==> config.mk <==
export PLATFORM = sky130hd
export DESIGN_NAME = cp0_exc_ctrl_flat
export DESIGN_NICKNAME = d
export VERILOG_FILES = /design/src/rtl/cp0_exc_ctrl_pkg.sv /design/src/rtl/cp0_exc_ctrl_if.sv /design/src/rtl/cp0_req_arb.sv /design/src/rtl/cp0_exc_ctrl.sv /design/src/flat_wrapper.sv
export SDC_FILE = /design/constraint.sdc
export NUM_CORES = 1
export LEC_CHECK = 0
export ABC_AREA = 1
export CORE_MARGIN = 4
export CORE_UTILIZATION = 48
export CTS_CLUSTER_DIAMETER = 40
export DETAILED_ROUTE_END_ITERATION = 6
export PLACE_DENSITY = 0.93
export SLEW_MARGIN = 20
export SYNTH_ARGS = -nofsm -noshare
export SYNTH_HDL_FRONTEND = slang
export SYNTH_SLANG_ARGS = --single-unit
export TNS_END_PERCENT = 10
==> constraint.sdc <==
create_clock -name clk -period 3.2 [get_ports clk]
set_input_delay 0.32 -clock clk [delete_from_list [all_inputs] [get_ports clk]]
set_output_delay 0.32 -clock clk [all_outputs]
set_load 0.01 [all_outputs]
==> src/rtl/cp0_exc_ctrl_pkg.sv <==
// Shared CP0 definitions: handler address, register numbers, ExcCode values,
// SR/Cause field positions and packing helpers.
package cp0_exc_ctrl_pkg;

  localparam logic [31:0] HANDLE_PC = 32'h0000_4180;

  localparam logic [4:0] REG_SR    = 5'd12;
  localparam logic [4:0] REG_CAUSE = 5'd13;
  localparam logic [4:0] REG_EPC   = 5'd14;
  localparam logic [4:0] REG_PRID  = 5'd15;

  typedef enum logic [4:0] {
    EXC_INT     = 5'd0,
    EXC_ADEL    = 5'd4,
    EXC_ADES    = 5'd5,
    EXC_SYSCALL = 5'd8,
    EXC_RI      = 5'd10,
    EXC_OV      = 5'd12
  } exc_code_e;

  localparam int SR_IE    = 0;
  localparam int SR_EXL   = 1;
  localparam int IM_LO    = 10;
  localparam int IM_HI    = 15;
  localparam int IP_LO    = 10;
  localparam int IP_HI    = 15;
  localparam int EXC_LO   = 2;
  localparam int EXC_HI   = 6;
  localparam int CAUSE_BD = 31;

  typedef struct packed {
    logic [5:0] im;
    logic       exl;
    logic       ie;
  } sr_t;

  typedef struct packed {
    logic       bd;
    logic [5:0] ip;
    logic [4:0] exc_code;
  } cause_t;

  function automatic logic [31:0] pack_sr(sr_t s);
    logic [31:0] w;
    w              = '0;
    w[IM_HI:IM_LO] = s.im;
    w[SR_EXL]      = s.exl;
    w[SR_IE]       = s.ie;
    return w;
  endfunction

  function automatic logic [31:0] pack_cause(cause_t c);
    logic [31:0] w;
    w                = '0;
    w[CAUSE_BD]      = c.bd;
    w[IP_HI:IP_LO]   = c.ip;
    w[EXC_HI:EXC_LO] = c.exc_code;
    return w;
  endfunction

  // A faulting delay-slot instruction restarts at its branch.
  function automatic logic [31:0] victim_pc(logic [31:0] pc, logic bd);
    return bd ? pc - 32'd4 : pc;
  endfunction

endpackage

==> src/rtl/cp0_exc_ctrl_if.sv <==
// M-stage <-> CP0 signal bundle; the pipeline is master, CP0 is slave.
interface cp0_exc_ctrl_if;
  logic [31:0] pc_m;
  logic        bd_m;
  logic [4:0]  exc_code_m;
  logic        eret_m;
  logic        we;
  logic [4:0]  addr;
  logic [31:0] wdata;
  logic [5:0]  hw_int;
  logic [31:0] rdata;
  logic [31:0] epc_o;
  logic        req;

  modport master (
    output pc_m, bd_m, exc_code_m, eret_m, we, addr, wdata, hw_int,
    input  rdata, epc_o, req
  );

  modport slave (
    input  pc_m, bd_m, exc_code_m, eret_m, we, addr, wdata, hw_int,
    output rdata, epc_o, req
  );
endinterface

==> src/rtl/cp0_req_arb.sv <==
// Combinational exception/interrupt arbiter: decides whether to trap this
// cycle and which ExcCode to record. Interrupts win over exceptions.
module cp0_req_arb
  import cp0_exc_ctrl_pkg::*;
(
  input  logic [5:0] hw_int,
  input  logic [5:0] im,
  input  logic       ie,
  input  logic       exl,
  input  logic [4:0] exc_code_m,
  output logic       req,
  output logic [4:0] exc_code_sel
);

  logic int_req;
  logic exc_req;

  // EXL masks both sources so a handler is never re-entered.
  assign int_req      = (|(hw_int & im)) & ie & ~exl;
  assign exc_req      = (exc_code_m != 5'd0) & ~exl;
  assign req          = int_req | exc_req;
  assign exc_code_sel = int_req ? 5'(EXC_INT) : exc_code_m;

endmodule

==> src/rtl/cp0_exc_ctrl.sv <==
// CP0 exception/interrupt controller beside the M stage: holds SR/Cause/EPC/PRId,
// raises req to flush the pipeline, and services mtc0/mfc0/eret.
module cp0_exc_ctrl
  import cp0_exc_ctrl_pkg::*;
#(
  parameter logic [31:0] PRID_VAL = 32'h0000_0707
) (
  input  logic           clk,
  input  logic           reset,
  cp0_exc_ctrl_if.slave  bus
);

  sr_t         sr_q;
  cause_t      cause_q;
  logic [31:0] epc_q;

  logic        arb_req;
  logic [4:0]  exc_code_sel;

  cp0_req_arb u_arb (
    .hw_int       (bus.hw_int),
    .im           (sr_q.im),
    .ie           (sr_q.ie),
    .exl          (sr_q.exl),
    .exc_code_m   (bus.exc_code_m),
    .req          (arb_req),
    .exc_code_sel (exc_code_sel)
  );

  // Gate with reset so req drops at once when reset asserts mid-cycle,
  // even if a faulting instruction is still sitting in M.
  assign bus.req   = arb_req & reset;
  assign bus.epc_o = epc_q;

  // NOTE: state registers use non-blocking assignments and an asynchronous
  // active-low clear; there is no memory array here, so everything is reset.
  always_ff @(posedge clk or negedge reset) begin
    if (!reset) begin
      sr_q    <= '0;
      cause_q <= '0;
      epc_q   <= '0;
    end else begin
      cause_q.ip <= bus.hw_int;
      if (arb_req) begin
        // The instruction in M is flushed, so its eret/mtc0 is dropped.
        sr_q.exl         <= 1'b1;
        cause_q.exc_code <= exc_code_sel;
        cause_q.bd       <= bus.bd_m;
        epc_q            <= victim_pc(bus.pc_m, bus.bd_m);
      end else if (bus.eret_m) begin
        sr_q.exl <= 1'b0;
      end else if (bus.we) begin
        if (bus.addr == REG_SR) begin
          sr_q.im  <= bus.wdata[IM_HI:IM_LO];
          sr_q.exl <= bus.wdata[SR_EXL];
          sr_q.ie  <= bus.wdata[SR_IE];
        end else if (bus.addr == REG_EPC) begin
          epc_q <= bus.wdata;
        end
      end
    end
  end

  // NOTE: every output of a combinational block gets a default first so no
  // path leaves it unassigned and a latch is never inferred.
  always_comb begin
    bus.rdata = '0;
    unique case (bus.addr)
      REG_SR:    bus.rdata = pack_sr(sr_q);
      REG_CAUSE: bus.rdata = pack_cause(cause_q);
      REG_EPC:   bus.rdata = epc_q;
      REG_PRID:  bus.rdata = PRID_VAL;
      default:   bus.rdata = '0;
    endcase
  end

endmodule

==> src/flat_wrapper.sv <==
// flat-port wrapper written by rule: the top's interface ports become plain ports
module cp0_exc_ctrl_flat import cp0_exc_ctrl_pkg::*;
#(
  parameter logic [31:0] PRID_VAL = 32'h0000_0707
)
  (clk, reset, bus_pc_m, bus_bd_m, bus_exc_code_m, bus_eret_m, bus_we, bus_addr, bus_wdata, bus_hw_int, bus_rdata, bus_epc_o, bus_req);
  cp0_exc_ctrl_if bus_i ();
  input  logic clk;
  input  logic reset;
  input wire logic [$bits(bus_i.pc_m)-1:0] bus_pc_m;
  input wire logic [$bits(bus_i.bd_m)-1:0] bus_bd_m;
  input wire logic [$bits(bus_i.exc_code_m)-1:0] bus_exc_code_m;
  input wire logic [$bits(bus_i.eret_m)-1:0] bus_eret_m;
  input wire logic [$bits(bus_i.we)-1:0] bus_we;
  input wire logic [$bits(bus_i.addr)-1:0] bus_addr;
  input wire logic [$bits(bus_i.wdata)-1:0] bus_wdata;
  input wire logic [$bits(bus_i.hw_int)-1:0] bus_hw_int;
  output wire logic [$bits(bus_i.rdata)-1:0] bus_rdata;
  output wire logic [$bits(bus_i.epc_o)-1:0] bus_epc_o;
  output wire logic [$bits(bus_i.req)-1:0] bus_req;
  assign bus_i.pc_m = bus_pc_m;
  assign bus_i.bd_m = bus_bd_m;
  assign bus_i.exc_code_m = bus_exc_code_m;
  assign bus_i.eret_m = bus_eret_m;
  assign bus_i.we = bus_we;
  assign bus_i.addr = bus_addr;
  assign bus_i.wdata = bus_wdata;
  assign bus_i.hw_int = bus_hw_int;
  assign bus_rdata = bus_i.rdata;
  assign bus_epc_o = bus_i.epc_o;
  assign bus_req = bus_i.req;
  cp0_exc_ctrl #(.PRID_VAL(PRID_VAL)) u_core (.clk(clk), .reset(reset), .bus(bus_i));
endmodule
# Yosys cells after proc, flatten, opt, wreduce, memory -nomap -nowiden
# Index checks and enable logic that the tools add are counted.
op_classes:
  add_sub_neg: 1
  eq_ne: 6
  mux: 12
  bitwise: 9
  reduce_logical: 9
op_table:
  columns: ["operator", "n"]
  rows:
  - ["2-to-1 mux 32 bit", 6]
  - ["case mux 32 bit (4 select lines)", 1]
  - ["subtractor 32 x 3 -> 32 bit, second input constant", 1]
  - ["== test 5 x 4 -> 1 bit, second input constant", 4]
  - ["AND reduction 4 bit", 2]
  - ["bitwise AND 6 bit", 1]
  - ["nonzero test 3 bit", 2]
  - ["OR reduction 6 bit", 1]
  - ["2-to-1 mux 5 bit", 1]
  - ["nonzero test 5 bit", 1]
  - ["bitwise AND 1 bit", 4]
  - ["2-to-1 mux 2 bit", 2]
  - ["inequality test 2 x 1 -> 1 bit, second input constant", 2]
  - ["nonzero test 2 bit", 2]
  - ["inverter 1 bit", 3]
  - ["2-to-1 mux 1 bit", 2]
  - ["AND reduction 2 bit", 1]
  - ["bitwise OR 1 bit", 1]
word_totals:
  register_bits: 52
  in_bits: 85
  wordCells: 44

# Longest topological paths before layout
logic_depth:
  depth_word: 7
  depth_mapped: 12
  ltp_nobuf: 12

# Modules after synthesis
# A second synthesis with hierarchy kept.
unflattened:
  cells_unflattened: 562
  hier_area_um2: 3611.0
modules_own_cells:
  columns: ["module", "n_inst", "cells_each", "area_each_um2", "seq_area_each_um2"]
  rows:
  - ["cp0_exc_ctrl", 1, 533, 3485.8, 1301.2]
  - ["cp0_req_arb", 1, 29, 125.1, 0.0]

# Least setup slack after synthesis
# OpenSTA, ideal clock, no wires.
synth_path:
  kind: "reg-to-output"
  start: "reg, netlist name u_core.sr_q[4]"
  end: "out bus_req"
  arrival_time_ns: 1.243
  t_required_ns: 2.880
  path_slack_ns: 1.637
  stages_incl_launch_ff: 9
  path_buffers: 2
  cell_sequence: "dfrtp_1 > nand2_1 > nand2_1 > a21oi_1 > nand2_1 > nand3_1 > buf_4 > buf_2 > a21boi_0"
synth_between:
  elab_chain_len: 6
synth_rtl:
  columns: ["item", "line_no", "source"]
  rows:
  - ["bitwise AND 6 bit", "cp0_req_arb.sv:19", "assign int_req = (|(hw_int & im)) & ie & ~exl;"]
  - ["OR reduction 6 bit", "cp0_req_arb.sv:19", null]
  - ["bitwise AND 1 bit (2 in series)", "cp0_req_arb.sv:19", null]
  - ["bitwise OR 1 bit", "cp0_req_arb.sv:21", "assign req = int_req | exc_req;"]
  - ["bitwise AND 1 bit", "cp0_exc_ctrl.sv:32", "assign bus.req = arb_req & reset;"]
  - ["to (decl)", "flat_wrapper.sv:20", "output wire logic [$bits(bus_i.req)-1:0] bus_req;"]
# No other way between the ends.

# Worst setup path after layout
layout_path:
  start: "in bus_addr[1]"
  end: "out bus_rdata[2]"
layout_between:
  elab_chain_len: 2
  elab_cells_between_ends: 5
  cone_classes: "eq/ne (4); mux (1)"
layout_rtl:
  columns: ["item", "line_no", "source"]
  rows:
  - ["from (decl)", "flat_wrapper.sv:15", "input wire logic [$bits(bus_i.addr)-1:0] bus_addr;"]
  - ["== test 5 x 4 -> 1 bit", "cp0_exc_ctrl.sv:68", "unique case (bus.addr)"]
  - ["case mux 32 bit (4 select lines) *", "cp0_exc_ctrl.sv:68", null]
  - ["to (decl)", "flat_wrapper.sv:18", "output wire logic [$bits(bus_i.rdata)-1:0] bus_rdata;"]
# Every way passes the cells marked *; elsewhere a longest branch is shown, timed or not.

==> run_results.csv <==
group,metric,value,unit
run_status,status,"finished, final reports clean",
placed_design,dp_hpwl,10300,µm
sta,max_freq,387,MHz
yosys,syn_inst,607,
floorplanning,die_area,9520,µm²
sta,setup_viol_count_final,0,
yosys,syn_nets,693,
setup_path,path_max_fanout,14,
placed_design,place_inst,847,
hold_path,hold_class,"input port to asynchronous set/reset pin",
power_and_ir_drop,finalPower,0.00321,W
sta,fin_crit_sh,80.7,%
clocking,cts.sinks,52,
setup_path,crit_path_top_delay_cell,"clkdlybuf4s50_1",
global_route,grt_use_total,26.8,%
setup_path,max_stage_delay,0.56,ns
floorplanning,die_h,97.5,µm
setup_path,worstSetupEndpointType,"primary output",
drt,first_pass_iters,5,
sta,period_minus_slack,2.58,ns
final_layout,n_antenna_cell,0,
drt,ant_nets,0,
sta,slew_headroom,55.8,%
power_and_ir_drop,powerDensity,583,nW/µm²
clocking,clock_latency,0.31,ns
clocking,cts_max_level,2,
yosys,yosysSeqAreaShare,33.8,%
yosys,yosysTopAreaCellShare,33.8,%
clocking,cts_made_buffers,5,
drt,drc,0,
global_route,first_global_vias,4323,
drt,num_vias,4413,
sta,final-hold-violation-count,0,
final_layout,area_growth,43.0,%
sta,maxSlewViolCount,0,
yosys,yosysTopAreaCell,"dfrtp_1",
sta,worst_slew_pin_slew,0.664,ns
setup_path,path_cells,"clkdlybuf4s50_1, inv_1, nor2_2, nand2_1, inv_1, nand2_1, o211ai_1, clkdlybuf4s50_1",
yosys,async_reset_ff_share,100,%
clocking,post_cts_resized,0,
drt,dr.first_iter.drc_count,284,
floorplanning,initial_core_util,49.5,%
placed_design,gp_routability_congestion,0.915,
clocking,path_clk_slew,0.09,ns
global_route,grt_pass1_wl,21000,µm
clocking,post_cts_buffers,0,
setup_path,rrSetupSlack,1.15,ns
setup_path,crit_required,2.88,ns
power_and_ir_drop,power_leakage,2.68,nW
clocking,ctsHoldBuffers,0,
global_route,antenna_found_initial,0,
clocking,cts_tree,"built",
setup_path,worstSetupStartpointType,"input port",
setup_path,cp_top_family,"buffers and inverters",
drt,routed_via_density,5.16,
drt,wl,12700,µm
floorplanning,fp.coreArea,7770,µm²
yosys,syn_area_per_cell,6.34,µm²
setup_path,critPathKind,"input port to primary output",
setup_path,crit_start,"bus_addr[1]",
final_layout,final_cells,855,
global_route,grt_start_max_net_pins,57,
yosys,synth_seq_cells,52,
yosys,ys.flop_type,"dfrtp_1",
floorplanning,num_rows,32,
floorplanning,die_w,97.5,µm
power_and_ir_drop,ir_worst_vdd,0.000274,V
sta,fin_setup_tns,0,ns
clocking,cts-root-buf,"clkbuf_8",
setup_path,cp_data_arrival_time,2.26,ns
yosys,synth_top_cells_by_area,"dfrtp_1 34%, nand2_1 21%, inv_1 8.3%",
run,drv_cap,0,
drt,wire_per_inst,14.8,µm
sta,grt_setup_unrepaired,"no",
yosys,yosys_warnings,0,
yosys,synth_area,3850,µm²
setup_path,r2r_start,"u_core.sr_q[4]",
clocking,clock_path_buffers,2,
floorplanning,io_pins,150,
yosys,synth_edf_count,0,
placed_design,io_buffers,149,
sta,finClkSkew,0.00625,ns
final_layout,fin_nets,838,
global_route,overflow,0,
setup_path,path_buf_inv,4,
yosys,synth_cell_types,32,
final_layout,drive_above_1_share,6.77,%
==> per-layer routing <==
layer / track usage [%] / wire [µm] / part of all wire [%] / vias up
met2: 45.1 / 6120 / 48 / 198
met1: 33.9 / 5220 / 41 / 2013
li1: - / - / - / 2168
met4: 11.1 / 416 / 3.3 / 0
met5: 0 / 0 / 0 / -
met3: 4.45 / 920 / 7.3 / 34
==> cells in the mapped netlist (4+ instances only) <==
| cell type | n |
|---|---|
| nand2_1 | 212 |
| nand3_1 | 51 |
| nand4_1 | 11 |
| o211ai_1 | 14 |
| nor2_2 | 8 |
| o21ai_2 | 7 |
| dfrtp_1 | 52 |
| o21ai_1 | 13 |
| clkbuf_1 | 4 |
| o21ai_0 | 16 |
| inv_1 | 85 |
| nand2_2 | 4 |
| buf_2 | 11 |
| xor2_1 | 12 |
| nor2_1 | 79 |
==> stage by stage <==
step	worst slack, ns	hold slack (ns)	area (µm²)	utilization, %
floorplan	1.64	0.0244	3850	-
global placement	0.715	0.488	5420	69.7
detailed placement	0.623	0.492	5420	69.7
CTS	0.616	0.160	5510	70.9
global route	0.478	0.195	5510	70.9
finish	0.616	0.137	5510	70.9
==> sequential cells by signal (all words and copies together), names as in the netlist <==
name / count
u_core.bus.epc_o: 32
u_core.cause_q: 12
u_core.sr_q: 8
==> path summary, 6_finish.rpt <==
path / endpoint / cells after the start
min reg2reg: u_core.bus.epc_o[26] / 2
max: bus_rdata[2] / 8
max in group asynchronous: u_core.sr_q[5] / 2
min in group clk: u_core.cause_q[5] / 1
max reg2reg: u_core.bus.epc_o[10] / 11
min: u_core.bus.epc_o[19] / 2
==> logic make-up (layout without fill, tap and decap cells) <==
group / Yosys count / count (layout) / share of synthesized area (%)
AOI/OAI and AO/OA: 56 / 56 / 9.27
xor gates and xnor gates: 13 / 13 / 2.96
adders and majority gates: 1 / 1 / 0.325
buffers and inverters: 109 / 255 / 11.7
DFF: 52 / 52 / 33.8
and+or+nand+nor: 376 / 376 / 42.0
==> layout make-up <==
| class | count | area [µm²] |
|---|---|---|
| Fill cell | 641 | 2260 |
| Multi-Input combinational cell | 446 | 2100 |
| Timing Repair Buffer | 158 | 1550 |
| Sequential cell | 52 | 1300 |
| Inverter | 89 | 334 |
| Tap cell | 102 | 128 |
| Clock buffer | 5 | 68.8 |
| Clock inverter | 3 | 18.8 |
==> cell usage in the layout, fill, tap and decap left out, drive strengths merged <==
cell type / n
a21oi: 3
o21ai: 37
dfrtp: 52
clkdlybuf4s50: 148
or2: 1
clkinv: 4
nand3: 54
nand4: 11
nor3: 1
a21boi: 1
nand2: 217
o211ai: 14
ha: 1
clkbuf: 5
and2: 1
nor2: 91
o22ai: 1
xnor2: 1
inv: 88
buf: 10
xor2: 12
==> power by group <==
part	switching, W	total, W	internal, W
sequential	0.000218	0.00115	0.000932
combinational	0.000893	0.00169	0.000794
clock	0.000221	0.000374	0.000153
No activity file was read; power rests on OpenSTA's default activity.
